[src/rtl/pipe_sched_pkg.sv]
// Shared types and defaults for the two-requester pipeline scheduler.
// Round-robin arbitration is selected by defining PIPE_SCHED_RR_EN.
package pipe_sched_pkg;

    localparam int PIPE_WIDTH  = 8;
    localparam int PIPE_STAGES = 3;

    typedef logic id_t;

    typedef struct packed {
        logic                  valid;
        id_t                   id;
        logic [PIPE_WIDTH-1:0] data;
    } stage_t;

endpackage : pipe_sched_pkg

[src/rtl/pipe_sched_stage.sv]
// One pipeline stage: a stage_t register that loads only when the pipe advances.
module pipe_sched_stage
    import pipe_sched_pkg::*;
(
    input  logic   clk,
    input  logic   rst_n,
    input  logic   advance_i,
    input  stage_t d_i,
    output stage_t q_o
);

    stage_t stage_q;

    // NOTE: sequential state uses non-blocking assignments so every stage samples the pre-edge value of its neighbour.
    always_ff @(posedge clk or negedge rst_n) begin
        if (!rst_n) begin
            stage_q <= '0;
        end else if (advance_i) begin
            stage_q <= d_i;
        end
    end

    assign q_o = stage_q;

endmodule : pipe_sched_stage

[src/rtl/pipe_sched.sv]
// Two-requester scheduler feeding a STAGES-deep register pipeline with global stall.
// Define PIPE_SCHED_RR_EN for round-robin ties; otherwise requester 0 has fixed priority.
module pipe_sched
    import pipe_sched_pkg::*;
#(
    parameter int WIDTH  = PIPE_WIDTH,
    parameter int STAGES = PIPE_STAGES
) (
    input  logic                        clk,
    input  logic                        rst_n,
    input  logic                        req0_valid,
    input  logic [WIDTH-1:0]            req0_data,
    output logic                        req0_ready,
    input  logic                        req1_valid,
    input  logic [WIDTH-1:0]            req1_data,
    output logic                        req1_ready,
    output logic                        out_valid,
    output logic [WIDTH-1:0]            out_data,
    output logic                        out_id,
    input  logic                        out_ready,
    output logic [$clog2(STAGES+1)-1:0] inflight
);

    localparam int CNT_W = $clog2(STAGES + 1);

    logic   advance;
    logic   grant_valid;
    id_t    grant_id;
    id_t    tie_winner;
    stage_t stage_in;
    stage_t stage_q [STAGES];
    logic [CNT_W-1:0] count;

    assign advance = !out_valid || out_ready;

`ifdef PIPE_SCHED_RR_EN
    id_t last_q;

    // Reset value 1 hands the very first tie to requester 0.
    always_ff @(posedge clk or negedge rst_n) begin
        if (!rst_n) begin
            last_q <= 1'b1;
        end else if (advance && grant_valid) begin
            last_q <= grant_id;
        end
    end

    assign tie_winner = ~last_q;
`else
    assign tie_winner = 1'b0;
`endif

    // NOTE: every always_comb output gets a default first so no path can infer a latch.
    always_comb begin
        grant_valid = req0_valid || req1_valid;
        grant_id    = 1'b0;
        if (req0_valid && req1_valid) begin
            grant_id = tie_winner;
        end else if (req1_valid) begin
            grant_id = 1'b1;
        end
    end

    assign req0_ready = advance && grant_valid && (grant_id == 1'b0);
    assign req1_ready = advance && grant_valid && (grant_id == 1'b1);

    // A bubble keeps the previous head data/ID so idle cycles cause no data toggling.
    always_comb begin
        stage_in       = stage_q[0];
        stage_in.valid = 1'b0;
        if (grant_valid) begin
            stage_in.valid = 1'b1;
            stage_in.id    = grant_id;
            stage_in.data  = grant_id ? req1_data : req0_data;
        end
    end

    for (genvar g = 0; g < STAGES; g++) begin : g_stage
        if (g == 0) begin : g_head
            pipe_sched_stage u_stage (
                .clk       (clk),
                .rst_n     (rst_n),
                .advance_i (advance),
                .d_i       (stage_in),
                .q_o       (stage_q[g])
            );
        end else begin : g_body
            pipe_sched_stage u_stage (
                .clk       (clk),
                .rst_n     (rst_n),
                .advance_i (advance),
                .d_i       (stage_q[g-1]),
                .q_o       (stage_q[g])
            );
        end
    end

    always_comb begin
        count = '0;
        for (int i = 0; i < STAGES; i++) begin
            count = count + CNT_W'(stage_q[i].valid);
        end
    end

    assign inflight  = count;
    assign out_valid = stage_q[STAGES-1].valid;
    assign out_id    = stage_q[STAGES-1].id;
    assign out_data  = stage_q[STAGES-1].data;

endmodule : pipe_sched

[config.mk]
export PLATFORM = sky130hd
export DESIGN_NAME = pipe_sched
export DESIGN_NICKNAME = d
export VERILOG_FILES = /design/src/rtl/pipe_sched_pkg.sv /design/src/rtl/pipe_sched_stage.sv /design/src/rtl/pipe_sched.sv
export SDC_FILE = /design/constraint.sdc
export NUM_CORES = 1
export LEC_CHECK = 0
export ABC_AREA = 1
export CAP_MARGIN = 25
export CORE_MARGIN = 4
export CORE_UTILIZATION = 35
export DETAILED_ROUTE_END_ITERATION = 12
export PLACE_DENSITY = 0.59
export SLEW_MARGIN = 20
export SYNTH_ARGS = -nofsm -noshare
export SYNTH_HDL_FRONTEND = slang
export SYNTH_SLANG_ARGS = --single-unit
[constraint.sdc]
create_clock -name clk -period 1.6 [get_ports clk]
set_input_delay 0.24 -clock clk [delete_from_list [all_inputs] [get_ports clk]]
set_output_delay 0.24 -clock clk [all_outputs]
set_load 0.02 [all_outputs]
# ---- After elaboration in Yosys (flattened, before gate mapping)
# Cells that the tools add are included.
dict set report op_classes {
  add_sub_neg 2
  n_mux 4
  n_bitwise 1
  reduce_logical 8
}
# op n
set ops {}
lappend ops {{2-to-1 mux 10 bit} 1}
lappend ops {{2-to-1 mux 8 bit} 1}
lappend ops {{logical AND 1 bit} 4}
lappend ops {{adder 1 x 1 -> 2 bit} 1}
lappend ops {{adder 2 x 1 -> 2 bit} 1}
lappend ops {{logical OR 1 bit} 2}
lappend ops {{2-to-1 mux 1 bit} 2}
lappend ops {{AND reduction 2 bit} 1}
lappend ops {{logical NOT 1 bit} 1}
lappend ops {{inverter 1 bit} 1}
dict set report totals {
  inputBits 21
  reg_bits 30
  elab_cells 24
  out_inout_bits 14
}

# ---- Longest topological paths before layout
dict set report logic_depth {
  ltp_word 4
  depth_mapped 6
  mapped_depth_nobuf 6
}

# ---- Hierarchy
# A second synthesis with hierarchy kept.
dict set report hier_totals {
  hier_cells 172
  hier_area_um2 1386.3
}
# module instances cells_each seq_area_each_um2 area_per_inst_um2
set modules_own_cells {}
lappend modules_own_cells {pipe_sched_stage 3 42 250.2 377.9}
lappend modules_own_cells {pipe_sched 1 46 0.0 252.7}

# ---- Worst setup path after synthesis
# No wires, ideal clock.
dict set report synth_timing {
  path_kind {register -> output}
  start {reg g_stage[2].g_body.u_stage.q_o[9] (netlist name)}
  end {out inflight[0]}
  setup_slack_ps 195
  stages_incl_launch_ff 2
  required_ps 1360
  arrival_time_ps 1165
  n_path_buf 0
  path_cell_list {dfrtp_1 > fa_1}
}
dict set report synth_between {
  elab_chain_cells 1
}
# item line_no
set synth_rtl {}
lappend synth_rtl {{adder 2 x 1 -> 2 bit} pipe_sched.sv:101} ;# count = count + CNT_W'(stage_q[i].valid);
lappend synth_rtl {{end: declaration} pipe_sched.sv:21} ;# output logic [$clog2(STAGES+1)-1:0] inflight
# No other way between the ends.

# ---- Worst setup path after layout
dict set report layout_timing {
  start {reg g_stage[1].g_body.u_stage.q_o[9] (netlist name)}
  end {out inflight[0]}
}
dict set report layout_between {
  elab_chain_cells 2
}
# item line_no
set layout_rtl {}
lappend layout_rtl {{adder 1 x 1 -> 2 bit} pipe_sched.sv:101}
lappend layout_rtl {{adder 2 x 1 -> 2 bit} pipe_sched.sv:101}
# No other way between the ends.

==> results.md <==
- Top Layer Used: met4
- Synth top area share: 57.14%
- NumNets Final: 223
- CTS tree: done
- Hold Buf Count CTS: 0
- WL final: 2.640 mm
- PwrDens: 1546 mW/mm^2
- Final clock skew: 0.003295 ns
- CP arrival: 1.36 ns
- Most common cell in the netlist: nand2_1
- Fmax achieved: 0.6246 GHz
- Worst VDD drop: 441.0 uV
- DIE HEIGHT: between 60 and 70 um
- Die footprint: approximately 0.0048 mm^2
- Post-DR vias/cell: 4.339
- Top cells by area, synth: dfrtp_1 (57%), nand2_1 (26%), nand3_1 (3.0%), buf_4 (2.3%), o21ai_0 (1.9%)
- Vias in the first global route: 1142
- EDFF count, synth: 0
- H-Tree Depth: 2
- Leakage: ~0.95 nW
- Clock Pin Slew Worst Setup and Hold Paths: 0.06 ns
- Filler instances: ~340
- Drc violations: 0
- Biggest area consumer among synthesized cells: dfrtp_1
- Sequential fraction of the synthesis area: between 50 and 60%
- Min Hold Slack: 0.3459 ns
- Synth top cells by count: nand2_1 (90), dfrtp_1 (30), nand3_1 (8), o21ai_0 (5)
- Clk root buf: clkbuf_8
- Max-cap check violation count: 0
- Max Slew Vio Count: 0
- Met1 wire length: 1.162 mm
- Initial antenna violation count: 0
- Setup CP Type: reg2out
- First-pass GRT wire length: 4.926 mm
- Io pins: 35
- Placed Cells: 240
- Maximum fanout along the worst path: 2
- GR Util All Layers: 12.63%
- Number of synthesized register bits: 30
- Initial DRC count: 45
- Die Wd: 69.27 um
- Slew HR: 75.74%
- Antenna-violating nets left: 0
- Outcome: finished with violations
- Initial Utilization: 37.88%
- Pin count of the biggest net entering global routing: 31
- Port Buffers: 34
- Post-Syn Nets: 177
- Post-Route Utilization: 53.17%
- Unrepaired setup endpoints after global routing: yes
- Diode count: 0
- CORE AREA: 0.003468 mm^2
- CTS Buffer Depth: 2
- Row cnt: 21
- Count of different cell masters after synthesis: 15
- Sequential Area: about 750 um^2
- Final Cell Area: between 0.0015 and 0.002 mm^2
- Sink Count: 30
- Setup Viol. Count Final: 1
- Post-layout min period: 1.601 ns
- Least-Margin Pin Slew: 0.3640 ns
- Fraction of layout cells with a size suffix above 1: 14.36%
- Worst Hold Class: in2async
- Cts bufs inserted: 5
- Final Cycle Share: 100.1%
- Metal2 WL: 1.249 mm
- Post-CTS setup repair buffer count: 0
- Async S/R FF share, synth: 100.0%
- Non-Filler Instances: roughly 250
- RD Place Congestion: between 0.7 and 0.8
- WP data required: about 1.4 ns
- Wire per inst: 10.65 um
- Synthesized area: 0.001314 mm^2
- Mean Syn Cell Area: 8.476 um^2
- Worst setup SP type: flip-flop
- Ys flop type: dfrtp_1
- DP HPWL: approximately 2.0 mm
- Mapped Cells: 155
- Area growth, synth to finish: 40.38%
- CP endpoint kind: primary output
- Skew-Pair Late Insertion Delay: 0.27 ns
- Final hold vios: 0
- GRT overflow: 0
- Ys Warns: 0
- DR WL met3: around 170 um
- Final worst-path setup slack: -0.001122 ns
- Failing checks: negative setup slack
- Pre-antenna DRT Iters: 4
- Multi-input gate area: between 400 and 500 um^2
- Post-place instance area: about 0.0018 mm^2
- DR vias: 1076
-- cell type report --
class	count	share of cell area, %
inverters	6	1.221
well taps	46	3.121
flip-flops and latches	30	40.71
clock inverters	2	0.6784
multi-input cells	114	27.07
repair buffers	44	22.73
clock buffers	6	4.478
-- worst max-delay path, cell delays in order, from the launching register on --
cell     delay, ns
dfrtp_1       0.40
fa_1          0.56
buf_6         0.12
-- cell usage in the layout (no fill, tap or decap) --
cell and count:
nand2_1 90, dfrtp_1 30, clkdlybuf4s50_1 29, buf_4 9
nand3_1 8, clkbuf_8 6, o21ai_0 5, nor2_1 4
inv_1 4, inv_2 2, nor2_4 2, buf_2 2
nand2_4 1, nand2_2 1, o21ai_4 1, a21oi_1 1
fa_1 1, clkinvlp_4 1, clkinv_2 1, buf_6 1
dlygate4sd2_1 1, clkdlybuf4s15_2 1, buf_12 1
-- path summary, 6_finish.rpt --
check | start | to | slack, ns | cells after the start
worst max-delay path | g_stage[1].g_body.u_stage.q_o[9]$_DFFE_PN0P_ | inflight[0] | -0.001 | 2
worst min-delay path | rst_n | g_stage[1].g_body.u_stage.q_o[0]$_DFFE_PN0P_ | 0.35 | 2
worst max register to register | g_stage[2].g_body.u_stage.q_o[9]$_DFFE_PN0P_ | g_stage[0].g_head.u_stage.q_o[0]$_DFFE_PN0P_ | 0.35 | 7
worst min register to register | g_stage[2].g_body.u_stage.q_o[5]$_DFFE_PN0P_ | g_stage[2].g_body.u_stage.q_o[5]$_DFFE_PN0P_ | 0.47 | 2
max in group asynchronous | rst_n | g_stage[0].g_head.u_stage.q_o[9]$_DFFE_PN0P_ | 0.99 | 2
min in group clk | g_stage[2].g_body.u_stage.q_o[5]$_DFFE_PN0P_ | g_stage[2].g_body.u_stage.q_o[5]$_DFFE_PN0P_ | 0.47 | 2
-- sequential cells by signal, summed over array words and instances, names as in the netlist --
register,flops
g_stage.g_body.u_stage.q_o,20
g_stage.g_head.u_stage.q_o,10
-- cells by family after synthesis --
family	Yosys count	synth area share (%)
simple gates	106	32.95
fa+ha+maj	1	1.524
compound gates	7	3.523
buf+inv	11	4.857
flops	30	57.14
-- layer usage --
metal / up-vias / GRT usage, %
li1: 564 / -
met3: 4 / 4.928
met5: - / 0
met2: 40 / 20.34
met1: 468 / 14.63
met4: 0 / 6.074
-- repair_timing --
item / CTS / global route
pin swaps: 0 / 1
endpoints found under the setup margin: 5 / 2
resized for setup: 18 / 0
-- report_power, final --
group	switching (mW)	internal, mW	total [mW]
Combinational	0.578	0.495	1.07
Sequential	0.145	1.02	1.17
Clock	0.264	0.344	0.609
Total	0.987	1.86	2.85
-- stage by stage --
stage          power, mW  worst slack [ns]  setup TNS [ns]
5_1_grt            3.054          -0.03181        -0.03181
3_3_place_gp       2.240           -0.2195         -0.5531
3_5_place_dp       2.285           -0.2260         -0.6377
4_1_cts            2.899          -0.01925        -0.01925
6_report           2.851         -0.001122       -0.001122
2_1_floorplan      1.776            0.1954               0
No activity file was read; power rests on OpenSTA's default activity.
